==> config.mk <==
export PLATFORM = sky130hd
export DESIGN_NAME = mem_port_arbiter_flat
export DESIGN_NICKNAME = d
export VERILOG_FILES = /design/src/rtl/mem_port_arbiter_if.sv /design/src/rtl/mem_port_arbiter.sv /design/src/flat_wrapper.sv
export SDC_FILE = /design/constraint.sdc
export NUM_CORES = 1
export LEC_CHECK = 0
export ABC_AREA = 1
export ABC_CLOCK_PERIOD_IN_PS = 1900
export CAP_MARGIN = 20
export CORE_MARGIN = 1
export CORE_UTILIZATION = 43
export DETAILED_ROUTE_END_ITERATION = 8
export PLACE_DENSITY_LB_ADDON = 0.1
export SYNTH_ARGS = -nofsm -noshare
export SYNTH_HDL_FRONTEND = slang
export SYNTH_SLANG_ARGS = --single-unit
==> constraint.sdc <==
create_clock -name clk -period 1.9 [get_ports clk]
set_input_delay 0.38 -clock clk [delete_from_list [all_inputs] [get_ports clk]]
set_output_delay 0.38 -clock clk [all_outputs]
set_load 0.01 [all_outputs]
==> src/rtl/mem_port_arbiter_if.sv <==
// Bus bundle between the memory-port arbiter and its environment.
// Groups the instruction requester, data requester, shared memory port and
// the busy status line. The arbiter connects through the master modport
// (it masters the memory port and answers both requesters); the environment
// (requesters plus memory) connects through the slave modport.
interface mem_port_arbiter_if;
    localparam int unsigned ADDR_W = 32;
    localparam int unsigned DATA_W = 32;
    localparam int unsigned STRB_W = 4;
    localparam int unsigned ERR_W  = 2;

    // instruction requester
    logic              inst_req;
    logic [ADDR_W-1:0] inst_addr;
    logic              inst_rvalid;
    logic [DATA_W-1:0] inst_rdata;
    logic [ERR_W-1:0]  inst_err;

    // data requester
    logic              data_req;
    logic              data_we;
    logic [ADDR_W-1:0] data_addr;
    logic [DATA_W-1:0] data_wdata;
    logic [STRB_W-1:0] data_wstrb;
    logic              data_rvalid;
    logic [DATA_W-1:0] data_rdata;
    logic [ERR_W-1:0]  data_err;

    // shared memory port
    logic              mem_valid;
    logic              mem_we;
    logic [ADDR_W-1:0] mem_addr;
    logic [DATA_W-1:0] mem_wdata;
    logic [STRB_W-1:0] mem_wstrb;
    logic              mem_ready;
    logic [DATA_W-1:0] mem_rdata;
    logic [ERR_W-1:0]  mem_err;

    // status
    logic              busy;

    modport master (
        input  inst_req, inst_addr,
        output inst_rvalid, inst_rdata, inst_err,
        input  data_req, data_we, data_addr, data_wdata, data_wstrb,
        output data_rvalid, data_rdata, data_err,
        output mem_valid, mem_we, mem_addr, mem_wdata, mem_wstrb,
        input  mem_ready, mem_rdata, mem_err,
        output busy
    );

    modport slave (
        output inst_req, inst_addr,
        input  inst_rvalid, inst_rdata, inst_err,
        output data_req, data_we, data_addr, data_wdata, data_wstrb,
        input  data_rvalid, data_rdata, data_err,
        input  mem_valid, mem_we, mem_addr, mem_wdata, mem_wstrb,
        output mem_ready, mem_rdata, mem_err,
        input  busy
    );
endinterface

==> src/rtl/mem_port_arbiter.sv <==
// Two-requester arbiter for a single memory port.
// Ports: clk, rst (synchronous, active high) and bus (master modport of
// mem_port_arbiter_if: instruction/data request and response channels, the
// shared memory port, and busy).
// One access at a time: IDLE grants, BUSY holds the memory request until
// mem_ready or timeout, RESP pulses the owner's rvalid. Data normally wins,
// but an instruction request that has waited STARVE_LIMIT data grants wins.
module mem_port_arbiter #(
    parameter int unsigned TIMEOUT      = 255,
    parameter int unsigned STARVE_LIMIT = 2
) (
    input  logic                clk,
    input  logic                rst,
    mem_port_arbiter_if.master  bus
);
    localparam int unsigned ADDR_W = 32;
    localparam int unsigned DATA_W = 32;
    localparam int unsigned STRB_W = 4;
    localparam int unsigned ERR_W  = 2;
    localparam int unsigned TO_W   = 8;
    localparam int unsigned ST_W   = 3;

    typedef enum logic [1:0] {IDLE, BUSY, RESP} state_t;

    state_t            state_q, state_d;
    logic [ST_W-1:0]   starve_q, starve_d;
    logic [TO_W-1:0]   to_cnt_q, to_cnt_d;
    logic              owner_inst_q, owner_inst_d;
    logic              mem_valid_q, mem_valid_d;
    logic              mem_we_q, mem_we_d;
    logic [ADDR_W-1:0] mem_addr_q, mem_addr_d;
    logic [DATA_W-1:0] mem_wdata_q, mem_wdata_d;
    logic [STRB_W-1:0] mem_wstrb_q, mem_wstrb_d;
    logic              inst_rvalid_q, inst_rvalid_d;
    logic [DATA_W-1:0] inst_rdata_q, inst_rdata_d;
    logic [ERR_W-1:0]  inst_err_q, inst_err_d;
    logic              data_rvalid_q, data_rvalid_d;
    logic [DATA_W-1:0] data_rdata_q, data_rdata_d;
    logic [ERR_W-1:0]  data_err_q, data_err_d;
    logic              busy_q, busy_d;

    logic              inst_win, data_win;
    logic              rsp_done;
    logic [DATA_W-1:0] rsp_rdata;
    logic [ERR_W-1:0]  rsp_err;

    // Next-state and next-output logic.
    always_comb begin
        state_d       = state_q;
        starve_d      = starve_q;
        to_cnt_d      = to_cnt_q;
        owner_inst_d  = owner_inst_q;
        mem_valid_d   = mem_valid_q;
        mem_we_d      = mem_we_q;
        mem_addr_d    = mem_addr_q;
        mem_wdata_d   = mem_wdata_q;
        mem_wstrb_d   = mem_wstrb_q;
        inst_rvalid_d = 1'b0;
        inst_rdata_d  = inst_rdata_q;
        inst_err_d    = inst_err_q;
        data_rvalid_d = 1'b0;
        data_rdata_d  = data_rdata_q;
        data_err_d    = data_err_q;
        rsp_done      = 1'b0;
        rsp_rdata     = '0;
        rsp_err       = '0;
        inst_win      = bus.inst_req &&
                        (!bus.data_req || starve_q == ST_W'(STARVE_LIMIT));
        data_win      = bus.data_req && !inst_win;

        case (state_q)
            IDLE: begin
                if (!bus.inst_req) begin
                    starve_d = '0;
                end
                if (inst_win) begin
                    state_d      = BUSY;
                    owner_inst_d = 1'b1;
                    mem_valid_d  = 1'b1;
                    mem_we_d     = 1'b0;
                    mem_addr_d   = bus.inst_addr & 32'hFFFF_FFFC;
                    mem_wdata_d  = '0;
                    mem_wstrb_d  = '0;
                    to_cnt_d     = '0;
                    starve_d     = '0;
                end else if (data_win) begin
                    state_d      = BUSY;
                    owner_inst_d = 1'b0;
                    mem_valid_d  = 1'b1;
                    mem_we_d     = bus.data_we;
                    mem_addr_d   = bus.data_addr & 32'hFFFF_FFFC;
                    mem_wdata_d  = bus.data_wdata;
                    mem_wstrb_d  = bus.data_wstrb;
                    to_cnt_d     = '0;
                    if (bus.inst_req && starve_q != ST_W'(STARVE_LIMIT)) begin
                        starve_d = starve_q + ST_W'(1);
                    end
                end
            end
            BUSY: begin
                // mem_ready wins over a timeout landing in the same cycle
                if (bus.mem_ready) begin
                    rsp_done  = 1'b1;
                    rsp_rdata = mem_we_q ? '0 : bus.mem_rdata;
                    rsp_err   = bus.mem_err;
                end else if (to_cnt_q == TO_W'(TIMEOUT - 1)) begin
                    rsp_done  = 1'b1;
                    rsp_rdata = '0;
                    rsp_err   = 2'b11;
                end else begin
                    to_cnt_d  = to_cnt_q + TO_W'(1);
                end
            end
            RESP: begin
                state_d = IDLE;
            end
            default: begin
                state_d = IDLE;
            end
        endcase

        // Completion: release the port and load the owner's response.
        if (rsp_done) begin
            state_d     = RESP;
            mem_valid_d = 1'b0;
            if (owner_inst_q) begin
                inst_rvalid_d = 1'b1;
                inst_rdata_d  = rsp_rdata;
                inst_err_d    = rsp_err;
            end else begin
                data_rvalid_d = 1'b1;
                data_rdata_d  = rsp_rdata;
                data_err_d    = rsp_err;
            end
        end

        busy_d = (state_d != IDLE);
    end

    // State and output registers.
    always_ff @(posedge clk) begin
        if (rst) begin
            state_q       <= IDLE;
            starve_q      <= '0;
            to_cnt_q      <= '0;
            owner_inst_q  <= 1'b0;
            mem_valid_q   <= 1'b0;
            mem_we_q      <= 1'b0;
            mem_addr_q    <= '0;
            mem_wdata_q   <= '0;
            mem_wstrb_q   <= '0;
            inst_rvalid_q <= 1'b0;
            inst_rdata_q  <= '0;
            inst_err_q    <= '0;
            data_rvalid_q <= 1'b0;
            data_rdata_q  <= '0;
            data_err_q    <= '0;
            busy_q        <= 1'b0;
        end else begin
            state_q       <= state_d;
            starve_q      <= starve_d;
            to_cnt_q      <= to_cnt_d;
            owner_inst_q  <= owner_inst_d;
            mem_valid_q   <= mem_valid_d;
            mem_we_q      <= mem_we_d;
            mem_addr_q    <= mem_addr_d;
            mem_wdata_q   <= mem_wdata_d;
            mem_wstrb_q   <= mem_wstrb_d;
            inst_rvalid_q <= inst_rvalid_d;
            inst_rdata_q  <= inst_rdata_d;
            inst_err_q    <= inst_err_d;
            data_rvalid_q <= data_rvalid_d;
            data_rdata_q  <= data_rdata_d;
            data_err_q    <= data_err_d;
            busy_q        <= busy_d;
        end
    end

    assign bus.mem_valid   = mem_valid_q;
    assign bus.mem_we      = mem_we_q;
    assign bus.mem_addr    = mem_addr_q;
    assign bus.mem_wdata   = mem_wdata_q;
    assign bus.mem_wstrb   = mem_wstrb_q;
    assign bus.inst_rvalid = inst_rvalid_q;
    assign bus.inst_rdata  = inst_rdata_q;
    assign bus.inst_err    = inst_err_q;
    assign bus.data_rvalid = data_rvalid_q;
    assign bus.data_rdata  = data_rdata_q;
    assign bus.data_err    = data_err_q;
    assign bus.busy        = busy_q;
endmodule

==> src/flat_wrapper.sv <==
// flat-port wrapper written by rule: the top's interface ports become plain ports
module mem_port_arbiter_flat 
#(
    parameter int unsigned TIMEOUT      = 255,
    parameter int unsigned STARVE_LIMIT = 2
)
  (clk, rst, bus_inst_req, bus_inst_addr, bus_inst_rvalid, bus_inst_rdata, bus_inst_err, bus_data_req, bus_data_we, bus_data_addr, bus_data_wdata, bus_data_wstrb, bus_data_rvalid, bus_data_rdata, bus_data_err, bus_mem_valid, bus_mem_we, bus_mem_addr, bus_mem_wdata, bus_mem_wstrb, bus_mem_ready, bus_mem_rdata, bus_mem_err, bus_busy);
  mem_port_arbiter_if bus_i ();
  input  logic clk;
  input  logic rst;
  input wire logic [$bits(bus_i.inst_req)-1:0] bus_inst_req;
  input wire logic [$bits(bus_i.inst_addr)-1:0] bus_inst_addr;
  output wire logic [$bits(bus_i.inst_rvalid)-1:0] bus_inst_rvalid;
  output wire logic [$bits(bus_i.inst_rdata)-1:0] bus_inst_rdata;
  output wire logic [$bits(bus_i.inst_err)-1:0] bus_inst_err;
  input wire logic [$bits(bus_i.data_req)-1:0] bus_data_req;
  input wire logic [$bits(bus_i.data_we)-1:0] bus_data_we;
  input wire logic [$bits(bus_i.data_addr)-1:0] bus_data_addr;
  input wire logic [$bits(bus_i.data_wdata)-1:0] bus_data_wdata;
  input wire logic [$bits(bus_i.data_wstrb)-1:0] bus_data_wstrb;
  output wire logic [$bits(bus_i.data_rvalid)-1:0] bus_data_rvalid;
  output wire logic [$bits(bus_i.data_rdata)-1:0] bus_data_rdata;
  output wire logic [$bits(bus_i.data_err)-1:0] bus_data_err;
  output wire logic [$bits(bus_i.mem_valid)-1:0] bus_mem_valid;
  output wire logic [$bits(bus_i.mem_we)-1:0] bus_mem_we;
  output wire logic [$bits(bus_i.mem_addr)-1:0] bus_mem_addr;
  output wire logic [$bits(bus_i.mem_wdata)-1:0] bus_mem_wdata;
  output wire logic [$bits(bus_i.mem_wstrb)-1:0] bus_mem_wstrb;
  input wire logic [$bits(bus_i.mem_ready)-1:0] bus_mem_ready;
  input wire logic [$bits(bus_i.mem_rdata)-1:0] bus_mem_rdata;
  input wire logic [$bits(bus_i.mem_err)-1:0] bus_mem_err;
  output wire logic [$bits(bus_i.busy)-1:0] bus_busy;
  assign bus_i.inst_req = bus_inst_req;
  assign bus_i.inst_addr = bus_inst_addr;
  assign bus_inst_rvalid = bus_i.inst_rvalid;
  assign bus_inst_rdata = bus_i.inst_rdata;
  assign bus_inst_err = bus_i.inst_err;
  assign bus_i.data_req = bus_data_req;
  assign bus_i.data_we = bus_data_we;
  assign bus_i.data_addr = bus_data_addr;
  assign bus_i.data_wdata = bus_data_wdata;
  assign bus_i.data_wstrb = bus_data_wstrb;
  assign bus_data_rvalid = bus_i.data_rvalid;
  assign bus_data_rdata = bus_i.data_rdata;
  assign bus_data_err = bus_i.data_err;
  assign bus_mem_valid = bus_i.mem_valid;
  assign bus_mem_we = bus_i.mem_we;
  assign bus_mem_addr = bus_i.mem_addr;
  assign bus_mem_wdata = bus_i.mem_wdata;
  assign bus_mem_wstrb = bus_i.mem_wstrb;
  assign bus_i.mem_ready = bus_mem_ready;
  assign bus_i.mem_rdata = bus_mem_rdata;
  assign bus_i.mem_err = bus_mem_err;
  assign bus_busy = bus_i.busy;
  mem_port_arbiter #(.TIMEOUT(TIMEOUT), .STARVE_LIMIT(STARVE_LIMIT)) u_core (.clk(clk), .rst(rst), .bus(bus_i));
endmodule
==> results of run 1 <==
## cells in the final DEF (no fill, tap or decap), types with 2 or more instances in the layout
cell             count
clkdlybuf4s50_1    274
nand2_1            266
dfxtp_1            153
inv_1              149
nor2_1             124
nand3_1             39
a21oi_1             36
o21ai_0             32
o211ai_1            30
clkbuf_16           17
nand2_2             14
buf_12              13
nor2_4              12
o21ai_1             10
buf_4               10
inv_2                6
nand4_1              5
ha_1                 4
clkbuf_8             4
nor2_2               3
nand3_4              3
clkinvlp_4           3
a21oi_2              2
conb_1               2
clkinv_4             2
clkinv_2             2
clkbuf_1             2
## cell families after synthesis
family,count (synthesis)
AND/OR/NAND/NOR,472
buffers and inverters,208
flip-flops,153
AO/OA/AOI/OAI,113
adder cells (fa/ha/maj),4
XOR/XNOR,1
other,1
## cell type report
type,count,share of cell area (%)
Clock buffer,23,4.73
Clock inverter,9,0.861
Inverter,155,5.64
Multi-Input combinational cell,592,27.0
Sequential cell,153,29.7
Tap cell,188,2.28
Timing Repair Buffer,297,29.8
## layer usage
layer	vias to the layer above	GRT usage (%)
li1	3411	-
met1	2790	25.7
met2	172	37.8
met3	25	5.23
met4	0	9.59
met5	-	0
## metrics by stage
step | setup TNS (ns) | cell area, um^2 | instances | power, mW
after floorplan | 0 | 6710 | 953 | 4.27
after global placement | 0 | 9730 | 1385 | 5.12
after detailed placement | -0.181 | 9730 | 1385 | 5.14
after CTS | 0 | 10300 | 1417 | 8.42
after global routing | 0 | 10300 | 1417 | 8.73
final | 0 | 10300 | 1417 | 8.34
## flip-flops by register name (all words and copies together) (netlist names), 3 cells and up
name / count
u_core.bus.mem_wdata: 32
u_core.bus.mem_addr: 30
u_core.bus.data_rdata: 32
u_core.starve_q: 3
u_core.bus.mem_wstrb: 4
u_core.bus.inst_rdata: 32
u_core.to_cnt_q: 8
## final timing paths
kind	start	endpoint	slack, ns	cells after the start
setup / recovery	u_core.bus.data_err[1]	bus_data_err[1]	0.18	1
hold / removal	u_core.bus.mem_addr[25]	u_core.bus.mem_addr[25]	0.45	2
setup reg to reg	u_core.starve_q[0]	u_core.bus.mem_wdata[13]	0.23	7
hold reg to reg	u_core.bus.mem_addr[25]	u_core.bus.mem_addr[25]	0.45	2
## power groups by stage
stage                     Sequential (mW)  Clock [mW]  Combinational (mW)
after floorplan                      3.69           0               0.584
after global placement               3.59           0                1.53
after detailed placement             3.59           0                1.55
after CTS                            3.53        3.34                1.56
after global routing                 3.55        3.50                1.68
final                                3.53        3.27                1.54
## timing repair
item	in CTS	in global routing
resized for setup	0	2
setup endpoints to repair	0	7
hold endpoints to repair	0	0
==> reports/metrics.cfg, run 1 <==
[routing]
ant_nets = 0
dr_wl_met2_um = 8380
drt-total-wl_um = 17200
viasPerCell = 4.52
m1WireLength_um = 7410
drc = 0
firstDrtPassIters = 4
wl_per_cell_um = 12.1
top_layer = met4
drtIter0Drc = 341
dr_wl_met3_um = 1000
routed-via-count = 6398

[critical_path]
critPathMaxFanout = 2
critical-path-slowest-cell = clkdlybuf4s50_1
end_kind = output port
cp_num_buf_inv = 1
worstPathArrival_ns = 1.34
critPathLaunchType = register
worstSetupPathType = register to output port
crit_path_max_incr_delay_ns = 0.58
path_cells = clkdlybuf4s50_1
path_delay_family = buffers and inverters
crit_required_ns = 1.52

[logic_synthesis]
yosys.cell_count.top_type = nand2_1
ys_types = 33
synth_top_family_by_area = simple AND/OR/NAND/NOR gates
synth_area_leaders = dfxtp_1 (46%), nand2_1 (15%), inv_1 (8.4%), nor2_1 (7.1%), o211ai_1 (3.4%)
yosysTopAreaCell = dfxtp_1
synth_xor_area_share_pct = 0.131
yosys.area_share.adder_pct = 0.746
syn_area_per_cell_um2 = 7.04
netlist_area_um2 = 6710
synth-edff-count = 0
ys_top_cells_by_count = nand2_1 (267), dfxtp_1 (153), inv_1 (150), nor2_1 (127), nand3_1 (39)
synthCells = 952
synth_mux_area_share_pct = 0
synthArstFlopShare_pct = 0
synth_top_area_share_pct = 45.7
synth_warnings = 0
synth_ff_type = dfxtp_1
ys_seq_elements = 153
synth_compound_area_share_pct = 9.78
synthSimpleGateAreaFrac_pct = 30.5
yosysSeqAreaShare_pct = 45.7

[clock_tree]
ctsHoldBuffers = 0
cts_made_buffers = 17
cts_tree = done
cts_sinks = 153
clk_pin_slew_ns = 0.06
clock_path_buffers = 2
postCtsSetupBuffers = 0
ctsHtreeMaxLevel = 4
root_buffer = clkbuf_16
clk_latency_ns = 0.42

[timing]
hold_ws_ns = 0.449
report.final.slew_viol_count = 0
setup_ws_ns = 0.183
timing_hold_violations_final = 0
grt_setup_unrepaired = false
period_needed_ns = 1.72
max_freq_mhz = 582
fin_skew_ns = 0.00854
min_period_over_period_pct = 90.4
finalSetupViolations = 0

[power_and_ir_drop]
comb_power_share_pct = 18.4
p_leak_nw = 4.81
p_int_mw = 6.19
swShare_pct = 25.7
power.density_nw_per_um2 = 808
pwr-share-clk_pct = 39.3
seq_power_share_pct = 42.3
ir_worst_vdd_v = 0.000637
switchingPower_mw = 2.14

[global_routing]
grtUsageTotal_pct = 21.8
grt_pass1_wl_um = 28000
grt_start_max_net_pins = 70
antenna_found_initial = 0
grt_pass1_vias = 5898
gr-total-overflow = 0

[layout]
fill_cells = 1323
final_nets = 1360
seq_area_um2 = 3060
drive_gt1_share_pct = 7.97
area_growth_pct = 53.8
final_core_util_pct = 67.9
insertedDiodeCount = 0
multi_input_area_um2 = 2780

[place]
io_buffers = 274
dp_worst_setup_slack_ns = -0.0535
post-dp-hpwl_um = 12000
gp_congestion = 0.812

[floorplanning]
rows = 45
initial_core_util_pct = 44.1
die_h_um = 127
core_um2 = 15200
die-width_um = 127
io_pins = 281
die_area_um2 = 16100

[worst_hold_path]
hp-class = register to register

[status]
status = finished, final reports clean

[run]
maxCapViolCount = 0

Note: power is estimated with default switching activity, not from simulation.
==> run 2, diff against run 1 <==
--- a/config.mk
+++ b/config.mk
@@ -12,6 +12,7 @@
 export CORE_UTILIZATION = 43
 export DETAILED_ROUTE_END_ITERATION = 8
 export PLACE_DENSITY_LB_ADDON = 0.1
+export REMOVE_ABC_BUFFERS = 1
 export SYNTH_ARGS = -nofsm -noshare
 export SYNTH_HDL_FRONTEND = slang
 export SYNTH_SLANG_ARGS = --single-unit
==> reports/metrics.cfg, run 2 (same netlist as run 1, synthesis figures left out) <==
[worst_hold_path]
holdPathStages = 2
hp-class = register to register
min_from = u_core.bus.data_err[1]

[floorplanning]
io_pins = 281
core_um2 = 15200
die_area_um2 = 16100
initial_core_util_pct = 44.1
die-width_um = 127
die_h_um = 127
rows = 45

[critical_path]
critPathLaunchType = register
crit_path_max_incr_delay_ns = 0.61
critical-path-slowest-cell = clkdlybuf4s50_1
path_delay_family = buffers and inverters
crit_path_start = u_core.bus.mem_we
cp_num_cells = 1
crit_required_ns = 1.52
worstPathArrival_ns = 1.47
rr_startpoint = u_core.starve_q[0]
end_kind = output port
worstSetupPathType = register to output port
reg2reg_depth = 7
cp_num_buf_inv = 1
critPathMaxFanout = 3
path_cells = clkdlybuf4s50_1

[routing]
drt-total-wl_um = 18300
ant_nets = 0
firstDrtPassIters = 6
routed-via-count = 6455
drc = 0
drtIter0Drc = 241
viasPerCell = 4.54
wl_per_cell_um = 12.9

[place]
post-dp-hpwl_um = 13100
placed_cells = 1389
dp_worst_setup_slack_ns = -0.0555
io_buffers = 274
gp_congestion = 0.816

[global_routing]
grtUsageTotal_pct = 23.3
grt_pass1_wl_um = 29400
antenna_found_initial = 0
grt_pass1_vias = 5984
gr-total-overflow = 0
grt_start_max_net_pins = 47

[layout]
final_common_cell = clkdlybuf4s50_1
drive_gt1_share_pct = 8.19
insertedDiodeCount = 0
area_growth_pct = 53.8
final_nets = 1364
stdcell_count = 1421
layout_common_cells = clkdlybuf4s50_1 (274), nand2_1 (266), dfxtp_1 (153)

[timing]
setup_ws_ns = 0.0468
max_freq_mhz = 540
report.final.slew_viol_count = 0
timing_hold_violations_final = 0
min_period_over_period_pct = 97.5
hold_ws_ns = 0.443
grt_setup_unrepaired = false
fin_skew_ns = 0.00829
finalSetupViolations = 0
period_needed_ns = 1.85

[clock_tree]
postCtsSetupBuffers = 0
clk_pin_slew_ns = 0.06
clk_latency_ns = 0.41
ctsHtreeMaxLevel = 4
clock_path_buffers = 2
cts_tree = done
root_buffer = clkbuf_16
cts_made_buffers = 17
cts_resized = 0
cts_sinks = 153
ctsHoldBuffers = 0

[power_and_ir_drop]
seq_power_share_pct = 41.5
p_int_mw = 6.34
comb_power_share_pct = 18.2
swShare_pct = 25.5
pwr-share-clk_pct = 40.3
switchingPower_mw = 2.17
total_power_mw = 8.51
ir_worst_vdd_v = 0.000584
power.density_nw_per_um2 = 825
p_leak_nw = 4.82

[run]
maxCapViolCount = 0

[status]
status = finished, final reports clean

run 2: cell count changes in the layout (fill, tap and decap cells not counted):
| cell | change |
|---|---|
| buf_12 | -4 |
| buf_4 | +8 |
| bufinv_16 | +2 |
| clkbuf_8 | -3 |
| clkinv_2 | +2 |
| inv_6 | -1 |
| nor2_1 | +1 |
| nor2_2 | -1 |
run 2: layout make-up:
cell class | instances | area, um^2
multi-input combinational | 592 | 2780
timing repair buffer | 301 | 3060
tap | 188 | 235
inverter | 155 | 582
clock buffer | 20 | 447
sequential | 153 | 3060
clock inverter | 12 | 150
fill | 1338 | 4890
run 2: metal layers:
layer | up-vias | GRT usage [%] | routed length, um
li1 | 3422 | - | -
met1 | 2787 | 26.6 | 7830
met2 | 213 | 38.9 | 8410
met3 | 33 | 8.94 | 1540
met4 | 0 | 9.94 | 492
met5 | - | 0 | 0
run 2: metrics by stage:
step,setup TNS [ns],util (%),area [um^2]
6_report,0,67.8,10300
5_1_grt,0,67.8,10300
4_1_cts,0,67.8,10300
3_5_place_dp,-0.658,63.9,9710
3_3_place_gp,-0.297,63.9,9710
2_1_floorplan,-47.07,-,6410
run 2: final timing paths:
path / slack [ns] / end
max: 0.05 / bus_mem_we
min: 0.44 / u_core.bus.data_err[1]
max reg2reg: 0.20 / u_core.bus.mem_wdata[8]
min reg2reg: 0.44 / u_core.bus.data_err[1]
run 2: power by group through the flow:
stage	Sequential [mW]	Combinational (mW)	Clock, mW
after detailed placement	3.60	1.55	0
after CTS	3.53	1.56	3.50
final	3.53	1.55	3.43
after global placement	3.59	1.54	0
after floorplan	3.69	0.516	0
after global routing	3.55	1.70	3.65
